--- config.mk ---
export PLATFORM = sky130hd
export DESIGN_NAME = keypad_scan_ctrl
export DESIGN_NICKNAME = d
export VERILOG_FILES = /design/src/rtl/keypad_scan_ctrl.sv
export SDC_FILE = /design/constraint.sdc
export NUM_CORES = 1
export LEC_CHECK = 0
export ABC_AREA = 1
export CAP_MARGIN = 20
export CELL_PAD_IN_SITES_DETAIL_PLACEMENT = 1
export CELL_PAD_IN_SITES_GLOBAL_PLACEMENT = 2
export CORE_MARGIN = 4
export CORE_UTILIZATION = 32
export DETAILED_ROUTE_END_ITERATION = 8
export PLACE_DENSITY_LB_ADDON = 0.25
export SYNTH_ARGS = -nofsm -noshare
export SYNTH_HDL_FRONTEND = slang
export SYNTH_SLANG_ARGS = --single-unit
--- constraint.sdc ---
create_clock -name clk -period 2.1 [get_ports clk]
set_input_delay 0.63 -clock clk [delete_from_list [all_inputs] [get_ports clk]]
set_output_delay 0.63 -clock clk [all_outputs]
set_load 0.05 [all_outputs]
--- src/rtl/keypad_scan_ctrl.sv ---
// rtl/keypad_scan_ctrl.sv - 4x4 matrix keypad scanner with debounce and valid/ready key output
module keypad_scan_ctrl #(
    parameter int unsigned DELAY  = 2,
    parameter int unsigned SETTLE = 1
) (
    input  logic       clk,
    input  logic       g_reset,
    output logic [3:0] row,
    input  logic [3:0] col,
    output logic [3:0] key_code,
    output logic       key_valid,
    input  logic       key_ready
);

    localparam logic [18:0] DELAY_C  = 19'(DELAY);
    localparam logic [7:0]  SETTLE_C = 8'(SETTLE);

    typedef enum logic [1:0] {
        SCAN     = 2'd0,
        DEBOUNCE = 2'd1,
        PRESENT  = 2'd2,
        RELEASE  = 2'd3
    } state_t;

    state_t      r_state;
    logic [1:0]  r_row_idx;
    logic [7:0]  r_settle_cnt;
    logic [18:0] r_stable_cnt;
    logic [3:0]  r_sample;
    logic [3:0]  r_row;
    logic [3:0]  r_key_code;
    logic        r_key_valid;

    logic [1:0]  w_row_next;
    logic [1:0]  w_col_idx;
    logic        w_col_idle;
    logic        w_settled;
    logic        w_stable_done;

    function automatic logic [3:0] row_drive(input logic [1:0] idx);
        logic [3:0] one_hot;
        one_hot = 4'b0001 << idx;
        return ~one_hot;
    endfunction

    assign w_row_next    = r_row_idx + 2'd1;
    assign w_col_idle    = (col == 4'hF);
    assign w_settled     = (r_settle_cnt == SETTLE_C);
    assign w_stable_done = (r_stable_cnt == DELAY_C);

    // Lowest-index pressed column wins when several keys share the row.
    always_comb begin
        w_col_idx = 2'd3;
        if (!r_sample[0])      w_col_idx = 2'd0;
        else if (!r_sample[1]) w_col_idx = 2'd1;
        else if (!r_sample[2]) w_col_idx = 2'd2;
    end

    always_ff @(posedge clk) begin
        if (g_reset) begin
            r_state      <= SCAN;
            r_row_idx    <= 2'd0;
            r_settle_cnt <= 8'd0;
            r_stable_cnt <= 19'd0;
            r_sample     <= 4'hF;
            r_row        <= 4'b1110;
            r_key_code   <= 4'h0;
            r_key_valid  <= 1'b0;
        end else begin
            case (r_state)
                SCAN: begin
                    if (!w_settled) begin
                        r_settle_cnt <= r_settle_cnt + 8'd1;
                    end else if (w_col_idle) begin
                        r_row_idx    <= w_row_next;
                        r_row        <= row_drive(w_row_next);
                        r_settle_cnt <= 8'd0;
                    end else begin
                        r_sample     <= col;
                        r_stable_cnt <= 19'd0;
                        r_state      <= DEBOUNCE;
                    end
                end
                DEBOUNCE: begin
                    if (col != r_sample) begin
                        r_settle_cnt <= 8'd0;
                        r_state      <= SCAN;
                    end else if (w_stable_done) begin
                        r_key_code  <= {r_row_idx, w_col_idx};
                        r_key_valid <= 1'b1;
                        r_state     <= PRESENT;
                    end else begin
                        r_stable_cnt <= r_stable_cnt + 19'd1;
                    end
                end
                PRESENT: begin
                    // Columns are ignored here so a held or bouncing key yields one transfer.
                    if (key_ready) begin
                        r_key_valid  <= 1'b0;
                        r_stable_cnt <= 19'd0;
                        r_state      <= RELEASE;
                    end
                end
                RELEASE: begin
                    if (!w_col_idle) begin
                        r_stable_cnt <= 19'd0;
                    end else if (w_stable_done) begin
                        r_row_idx    <= w_row_next;
                        r_row        <= row_drive(w_row_next);
                        r_settle_cnt <= 8'd0;
                        r_state      <= SCAN;
                    end else begin
                        r_stable_cnt <= r_stable_cnt + 19'd1;
                    end
                end
                default: begin
                    r_state <= SCAN;
                end
            endcase
        end
    end

    assign row       = r_row;
    assign key_code  = r_key_code;
    assign key_valid = r_key_valid;

endmodule

==> reports/results.tsv, run 1 <==
stage	metric	value	unit
sta	Tmin final	1.98	ns
pwr	Comb power frac	40.6	%
clocking	clock sink count	44	
drt	WL final	8050	um
drt	post-route ant nets	0	
worst_setup_path	Crit Path Class	input port to flop	
worst_setup_path	Critical Path RT	2.35	ns
clocking	Max Buffers Root-to-Sink	2	
clocking	Reg clk slew, reported paths	0.10	ns
drt	vias post-DR	2850	
logic_synthesis	post-synth cell types	28	
sta	number of setup violations in the final report	0	
worst_setup_path	Arr. time, crit path	2.23	ns
logic_synthesis	Synth top area share	32.2	%
flow_run	max-cap viol count	0	
global_routing	wire length of the first global-routing pass	14000	um
sta	Fin Hold WS	0.493	ns
pwr	overall power	2.89	mW
global_routing	Overall Global Routing Usage	17.3	%
logic_synthesis	register area share after synthesis	32.2	%
sta	Worst Tran Pin Value	0.373	ns
worst_setup_path	CP startpoint kind	input port	
die	chip height	100	um
place	port buffer count	15	
final_layout	layout cell share with drive strength beyond 1	15.2	%
pwr	Clock Power Share	24.1	%
logic_synthesis	leading area contributor after synthesis	dfxtp_1	
global_routing	initial antenna violation count	0	
sta	final slew viol count	0	
clocking	Worst-Skew Late Latency	0.31	ns
drt	WL/cell	13.7	um
pwr	Pwr Density	873	nW/um2
logic_synthesis	Net Count, Synth	450	
final_layout	finished layout cell area	3310	um2
sta	worst clock skew	0.0107	ns
worst_setup_path	CP Max Fanout	7	
place	Final HPWL DP	6490	um
global_routing	largest net degree at the start of global routing	21	
drt	DRC violations left	0	
sta	RSZ-0062 raised after global routing	true	
pwr	Net Switching	1.14	mW
drt	DRT Pass-1 Iters	4	
worst_hold_path	worst hold path class	flop to flop	
place	placer congestion estimate	0.781	
global_routing	Overflow after GRT	0	
logic_synthesis	post-synthesis cell area	2730	um2
die	Core Footprint	8260	um2
drt	Via density	4.86	
die	Row Count	33	
clocking	clock root buffer master	clkbuf_8	
die	Die W	100	um
drt	initial DRC count	87	
logic_synthesis	syn_area_per_cell	6.28	um2
worst_setup_path	Setup crit end kind	flop	
die	Ports	16	
pwr	Max VDD drop	0.000361	V
pwr	sequential power share	35.3	%
place	placed cell area	3170	um2
logic_synthesis	most area-consuming cells after synthesis	dfxtp_1 32%, nand2_1 17%, nor2_1 8.7%	
final_layout	# diodes	0	
final_layout	nets	495	
die	die area	10100	um2
global_routing	vias in the first global route	2938	
logic_synthesis	Mapped Cells	435	
final_layout	fill count	1123	
die	Initial Util	33.1	%
pwr	static leakage	1.45	nW
clocking	TritonCTS Buffers	5	
sta	relative slew slack	75.1	%
clocking	H-tree levels	2	
pwr	Net Sw Frac	39.3	%
sta	Hold Violations, Final	0	
sta	Fmax	504	MHz
final_layout	Layout Area Growth over Synthesis	21.2	%
clocking	CTS tree	done	
sta	Final Cycle Share	94.5	%
logic_synthesis	FF+latch count, synth	44	
logic_synthesis	YS warnings	0	
pwr	P_int	1.75	mW
status	status	finished clean	
==> layer usage <==
| metal | track usage [%] | vias up | part of all wire [%] | wire (um) |
|---|---|---|---|---|
| li1 | - | 1473 | - | - |
| met1 | 22.6 | 1342 | 49 | 3910 |
| met2 | 29.5 | 27 | 48 | 3860 |
| met3 | 2.57 | 8 | 2.2 | 178 |
| met4 | 4.97 | 0 | 1.3 | 103 |
| met5 | 0 | - | 0 | 0 |
==> kinds of logic (layout without fill, tap and decap cells) <==
| family | Yosys count | after routing | share of synthesized area [%] |
|---|---|---|---|
| adder cells (fa/ha/maj) | 8 | 8 | 3.66 |
| flip-flops | 44 | 44 | 32.2 |
| AND/OR/NAND/NOR | 256 | 256 | 40.9 |
| XOR/XNOR | 3 | 3 | 0.962 |
| AO/OA/AOI/OAI | 59 | 59 | 12.0 |
| buffers and inverters | 65 | 111 | 10.2 |
==> per-stage QoR <==
| step | setup slack [ns] | setup TNS [ns] | utilization, % | cells |
|---|---|---|---|---|
| global route | -0.00744 | -0.00805 | 40.1 | 586 |
| detailed placement | -0.278 | -6.86 | 38.4 | 577 |
| finish | 0.115 | 0 | 40.1 | 586 |
| global placement | -0.214 | -5.58 | 38.4 | 577 |
| CTS | 0.0517 | 0 | 39.8 | 585 |
| floorplan | 0.431 | 0 | - | 435 |
==> what timing repair did <==
action,in CTS,in global routing
gates resized for setup,0,8
setup buffers,0,1
setup endpoints to repair,0,23
hold buffers,0,0
==> placed cells by master (no fill, tap or decap), types with 4 or more instances in the layout <==
| cell type | n |
|---|---|
| a211oi_1 | 4 |
| nand3_1 | 36 |
| o21ai_0 | 16 |
| nor2_2 | 7 |
| a21oi_1 | 29 |
| nand2_2 | 6 |
| nor2_1 | 62 |
| o211ai_1 | 5 |
| ha_1 | 8 |
| nor3_1 | 5 |
| inv_1 | 51 |
| nand2_1 | 122 |
| nand4_1 | 8 |
| clkdlybuf4s50_1 | 6 |
| dfxtp_1 | 44 |
| clkbuf_8 | 5 |
| buf_4 | 40 |
==> power groups by stage <==
| stage | Combinational [mW] | Sequential [mW] | Clock, mW |
|---|---|---|---|
| final | 1.17 | 1.02 | 0.697 |
| after global routing | 1.35 | 1.04 | 0.767 |
| after CTS | 1.15 | 1.02 | 0.723 |
| after detailed placement | 1.15 | 1.04 | 0 |
| after global placement | 1.11 | 1.04 | 0 |
| after floorplan | 0.733 | 1.02 | 0 |
==> path summary, 6_finish.rpt <==
path              startpoint         endpoint  slack [ns]  depth (start not counted)
setup / recovery      col[1]  r_stable_cnt[3]        0.12                         12
hold / removal        row[2]           row[2]        0.49                          2
setup reg to reg  r_state[0]           row[1]        0.31                          8
hold reg to reg       row[2]           row[2]        0.49                          2
==> cell usage after synthesis, drive strengths merged <==
library cell,n
nor3b,2
and3,1
dfxtp,44
nor2b,1
inv,55
a21oi,30
nand2,128
nand3,40
and2,1
nand4,8
buf,7
nor2,69
ha,8
o21ai,20
xor2,3
or2,1
nor3,5
clkbuf,3
o211ai,5
a211oi,4
==> sequential cells by signal, indices dropped and copies added, names as in the netlist, named ones only <==
| signal | count |
|---|---|
| r_sample | 4 |
| r_row_idx | 2 |
| r_settle_cnt | 8 |
| r_stable_cnt | 19 |
| key_valid | 1 |
| key_code | 4 |
| row | 4 |
| r_state | 1 |
==> critical path: stages <==
cell and delay, ns:
clkdlybuf4s50_1 0.50, inv_1 0.07, nand2_1 0.06, nand2_1 0.05, nor2_1 0.13, nand2_1 0.10
nand2_2 0.10, nand3_4 0.12, buf_4 0.19, o21ai_0 0.13, nand2_1 0.07, nor2_1 0.08
==> area by class of cell <==
cell class	count	area (um2)	share of cell area (%)
timing repair buffer	48	392	11.8
tap	105	131	3.97
inverter	55	209	6.31
clock inverter	3	46.3	1.40
sequential	44	881	26.6
clock buffer	5	68.8	2.08
multi-input combinational	326	1580	47.8
No activity file was read; power rests on OpenSTA's default activity.
==> run 2, diff against run 1 <==
Settings changed: CORE_MARGIN 4 to unset.
==> reports/results.tsv, run 2 (same netlist as run 1, synthesis figures left out) <==
stage	metric	value	unit	change
worst_setup_path	Arr. time, crit path	2.16	ns	was 2.23 ns
global_routing	vias in the first global route	2779		was 2938
global_routing	Overflow after GRT	0		unchanged
clocking	Max Buffers Root-to-Sink	2		unchanged
final_layout	area of the multi-input gates	1580	um2	about the same
clocking	Worst-Skew Late Latency	0.31	ns	about the same
sta	worst clock skew	0.00574	ns	was 0.0107 ns
drt	initial DRC count	72		was 87
clocking	clock root buffer master	clkbuf_8		unchanged
final_layout	Layout Utilization	40.0	%	was 40.1%
clocking	CTS resizes	0		unchanged
final_layout	max reg flops	19		unchanged
sta	Hold Violations, Final	0		unchanged
worst_setup_path	FF-to-FF Start	r_settle_cnt[1]		was r_state[0]
worst_setup_path	CP Max Fanout	8		was 7
drt	DRC violations left	0		unchanged
clocking	CTS tree	done		unchanged
worst_hold_path	Hold Crit Start	r_settle_cnt[3]		was row[2]
final_layout	Largest regs	r_stable_cnt x19, r_settle_cnt x8		unchanged
worst_setup_path	Reg-to-Reg End	r_row_idx[0]		was row[1]
drt	WL/cell	13.8	um	was 13.7 um
clocking	TritonCTS Buffers	5		unchanged
sta	Final Cycle Share	91.1	%	was 94.5%
flow_run	max-cap viol count	0		unchanged
place	port buffer count	15		unchanged
final_layout	Layout Area Growth over Synthesis	21.0	%	was 21.2%
global_routing	largest net degree at the start of global routing	16		was 21
die	Die W	94.4	um	was 100 um
die	Core Footprint	8260	um2	unchanged
worst_hold_path	hold depth	2		unchanged
worst_setup_path	Crit Path Class	input port to flop		unchanged
drt	post-route ant nets	0		unchanged
die	die area	8910	um2	was 10100 um2
clocking	Reg clk slew, reported paths	0.09	ns	was 0.10 ns
die	Initial Util	33.1	%	unchanged
worst_setup_path	FF-to-FF path depth	11		was 8
sta	RSZ-0062 raised after global routing	false		was true
sta	relative slew slack	74.7	%	was 75.1%
final_layout	layout cell share with drive strength beyond 1	14.8	%	was 15.2%
final_layout	# diodes	0		unchanged
final_layout	most common cell after layout, fill and taps aside	nand2_1		unchanged
place	placer congestion estimate	0.804		was 0.781
sta	Worst Tran Pin Value	0.379	ns	was 0.373 ns
clocking	hold_buf cts	0		unchanged
final_layout	finished layout cell area	3300	um2	was 3310 um2
place	Final HPWL DP	6490	um	about the same
final_layout	most frequent cells in the layout	122 x nand2_1, 61 x nor2_1, 52 x inv_1		was 122 x nand2_1, 62 x nor2_1, 51 x inv_1
final_layout	Largest Register	r_stable_cnt		unchanged
final_layout	nets	494		was 495
status	status	finished clean		unchanged
global_routing	wire length of the first global-routing pass	13400	um	was 14000 um
pwr	Pwr Density	876	nW/um2	was 873 nW/um2
place	placed cell area	3170	um2	unchanged
clocking	clock sink count	44		unchanged
sta	Fmax	523	MHz	was 504 MHz
worst_setup_path	Critical Path RT	2.34	ns	was 2.35 ns
die	chip height	94.4	um	was 100 um
drt	DRT Pass-1 Iters	4		unchanged
pwr	static leakage	1.46	nW	was 1.45 nW
final_layout	fill count	1121		was 1123
worst_hold_path	Worst Hold Path EP	r_settle_cnt[3]		was row[2]
worst_hold_path	worst hold path class	flop to flop		unchanged
drt	metal3 WL	247	um	was 178 um
worst_setup_path	Reg2Reg Setup Slack	0.26	ns	was 0.31 ns
global_routing	Overall Global Routing Usage	19.5	%	was 17.3%
sta	Setup TNS	0	ns	unchanged
sta	Tmin final	1.91	ns	was 1.98 ns
clocking	H-tree levels	2		unchanged
drt	vias post-DR	2793		was 2850
drt	Via density	4.77		was 4.86
drt	M1 WL	3930	um	was 3910 um
drt	WL met2	3790	um	was 3860 um
worst_setup_path	Setup crit end kind	flop		unchanged
drt	Top Layer Used	met4		unchanged
final_layout	final non-filler cell total	585		was 586
place	Cells after DPL	577		unchanged
worst_setup_path	CP startpoint kind	input port		unchanged
die	Row Count	33		unchanged
clocking	setup bufs post-CTS	0		unchanged
pwr	Max VDD drop	0.000419	V	was 0.000361 V
die	Ports	16		unchanged
sta	number of setup violations in the final report	0		unchanged
drt	WL final	8070	um	was 8050 um
final_layout	sequential standard cell area	881	um2	unchanged
global_routing	initial antenna violation count	0		unchanged
sta	final slew viol count	0		unchanged
## run 2: changes by cell type in the layout (fill, tap and decap cells not counted)
| cell | delta |
|---|---|
| clkdlybuf4s50_1 | -1 |
| buf_4 | -2 |
| inv_1 | +1 |
| a21oi_2 | -1 |
| buf_6 | +1 |
| inv_4 | -1 |
| nor2_2 | +1 |
| nor2_1 | -1 |
| a21oi_1 | +1 |
| dlymetal6s2s_1 | +1 |
| o21ai_0 | +2 |
| o21ai_1 | -2 |
## run 2: worst max-delay path by stage
| stage | startpoint | endpoint | slack (ns) | cells past startpoint |
|---|---|---|---|---|
| 6_report | col[2] | r_stable_cnt[7] | 0.19 | 11 |
| 4_1_cts | col[2] | r_stable_cnt[17] | 0.1 | 13 |
| 5_1_grt | col[1] | r_stable_cnt[17] | 0.002 | 13 |
| 2_1_floorplan | col[3] | r_stable_cnt[5] | 0.43 | 9 |
| 3_3_place_gp | col[2] | r_stable_cnt[17] | -0.20 | 13 |
| 3_5_place_dp | col[2] | r_stable_cnt[17] | -0.23 | 13 |
## run 2: layout make-up
cell class / count / share of cell area, %
clock buffer: 5 / 2.08
timing repair buffer: 47 / 11.8
clock inverter: 3 / 1.40
multi-input combinational: 326 / 47.8
inverter: 55 / 6.25
sequential: 44 / 26.7
tap: 105 / 3.98
## run 2: worst max-delay path, stage by stage
cell	delay, ns
clkdlybuf4s50_1	0.45
nand2_1	0.08
inv_1	0.04
nand2_2	0.09
nand3_1	0.08
nand2_1	0.18
nand3_4	0.15
inv_2	0.14
buf_12	0.14
nand2_1	0.05
a21oi_1	0.12
## run 2: routing by layer
| metal | vias up | GRT usage, % |
|---|---|---|
| li1 | 1472 | - |
| met1 | 1282 | 25.1 |
| met2 | 32 | 33.9 |
| met3 | 7 | 2.66 |
| met4 | 0 | 5.38 |
| met5 | - | 0 |
## run 2: where the power goes
part           leakage (nW)  internal (mW)  switching [mW]
logic                  1.05          0.469           0.713
registers             0.356          0.921          0.0941
clock network        0.0548          0.359           0.340
total                  1.46           1.75            1.15
## run 2: per-stage QoR
step	hold slack, ns	setup WS [ns]	power, mW
2_1_floorplan	0.455	0.431	1.76
3_3_place_gp	0.456	-0.200	2.16
3_5_place_dp	0.472	-0.231	2.20
4_1_cts	0.494	0.0997	2.91
5_1_grt	0.526	0.00212	3.11
6_report	0.490	0.186	2.90
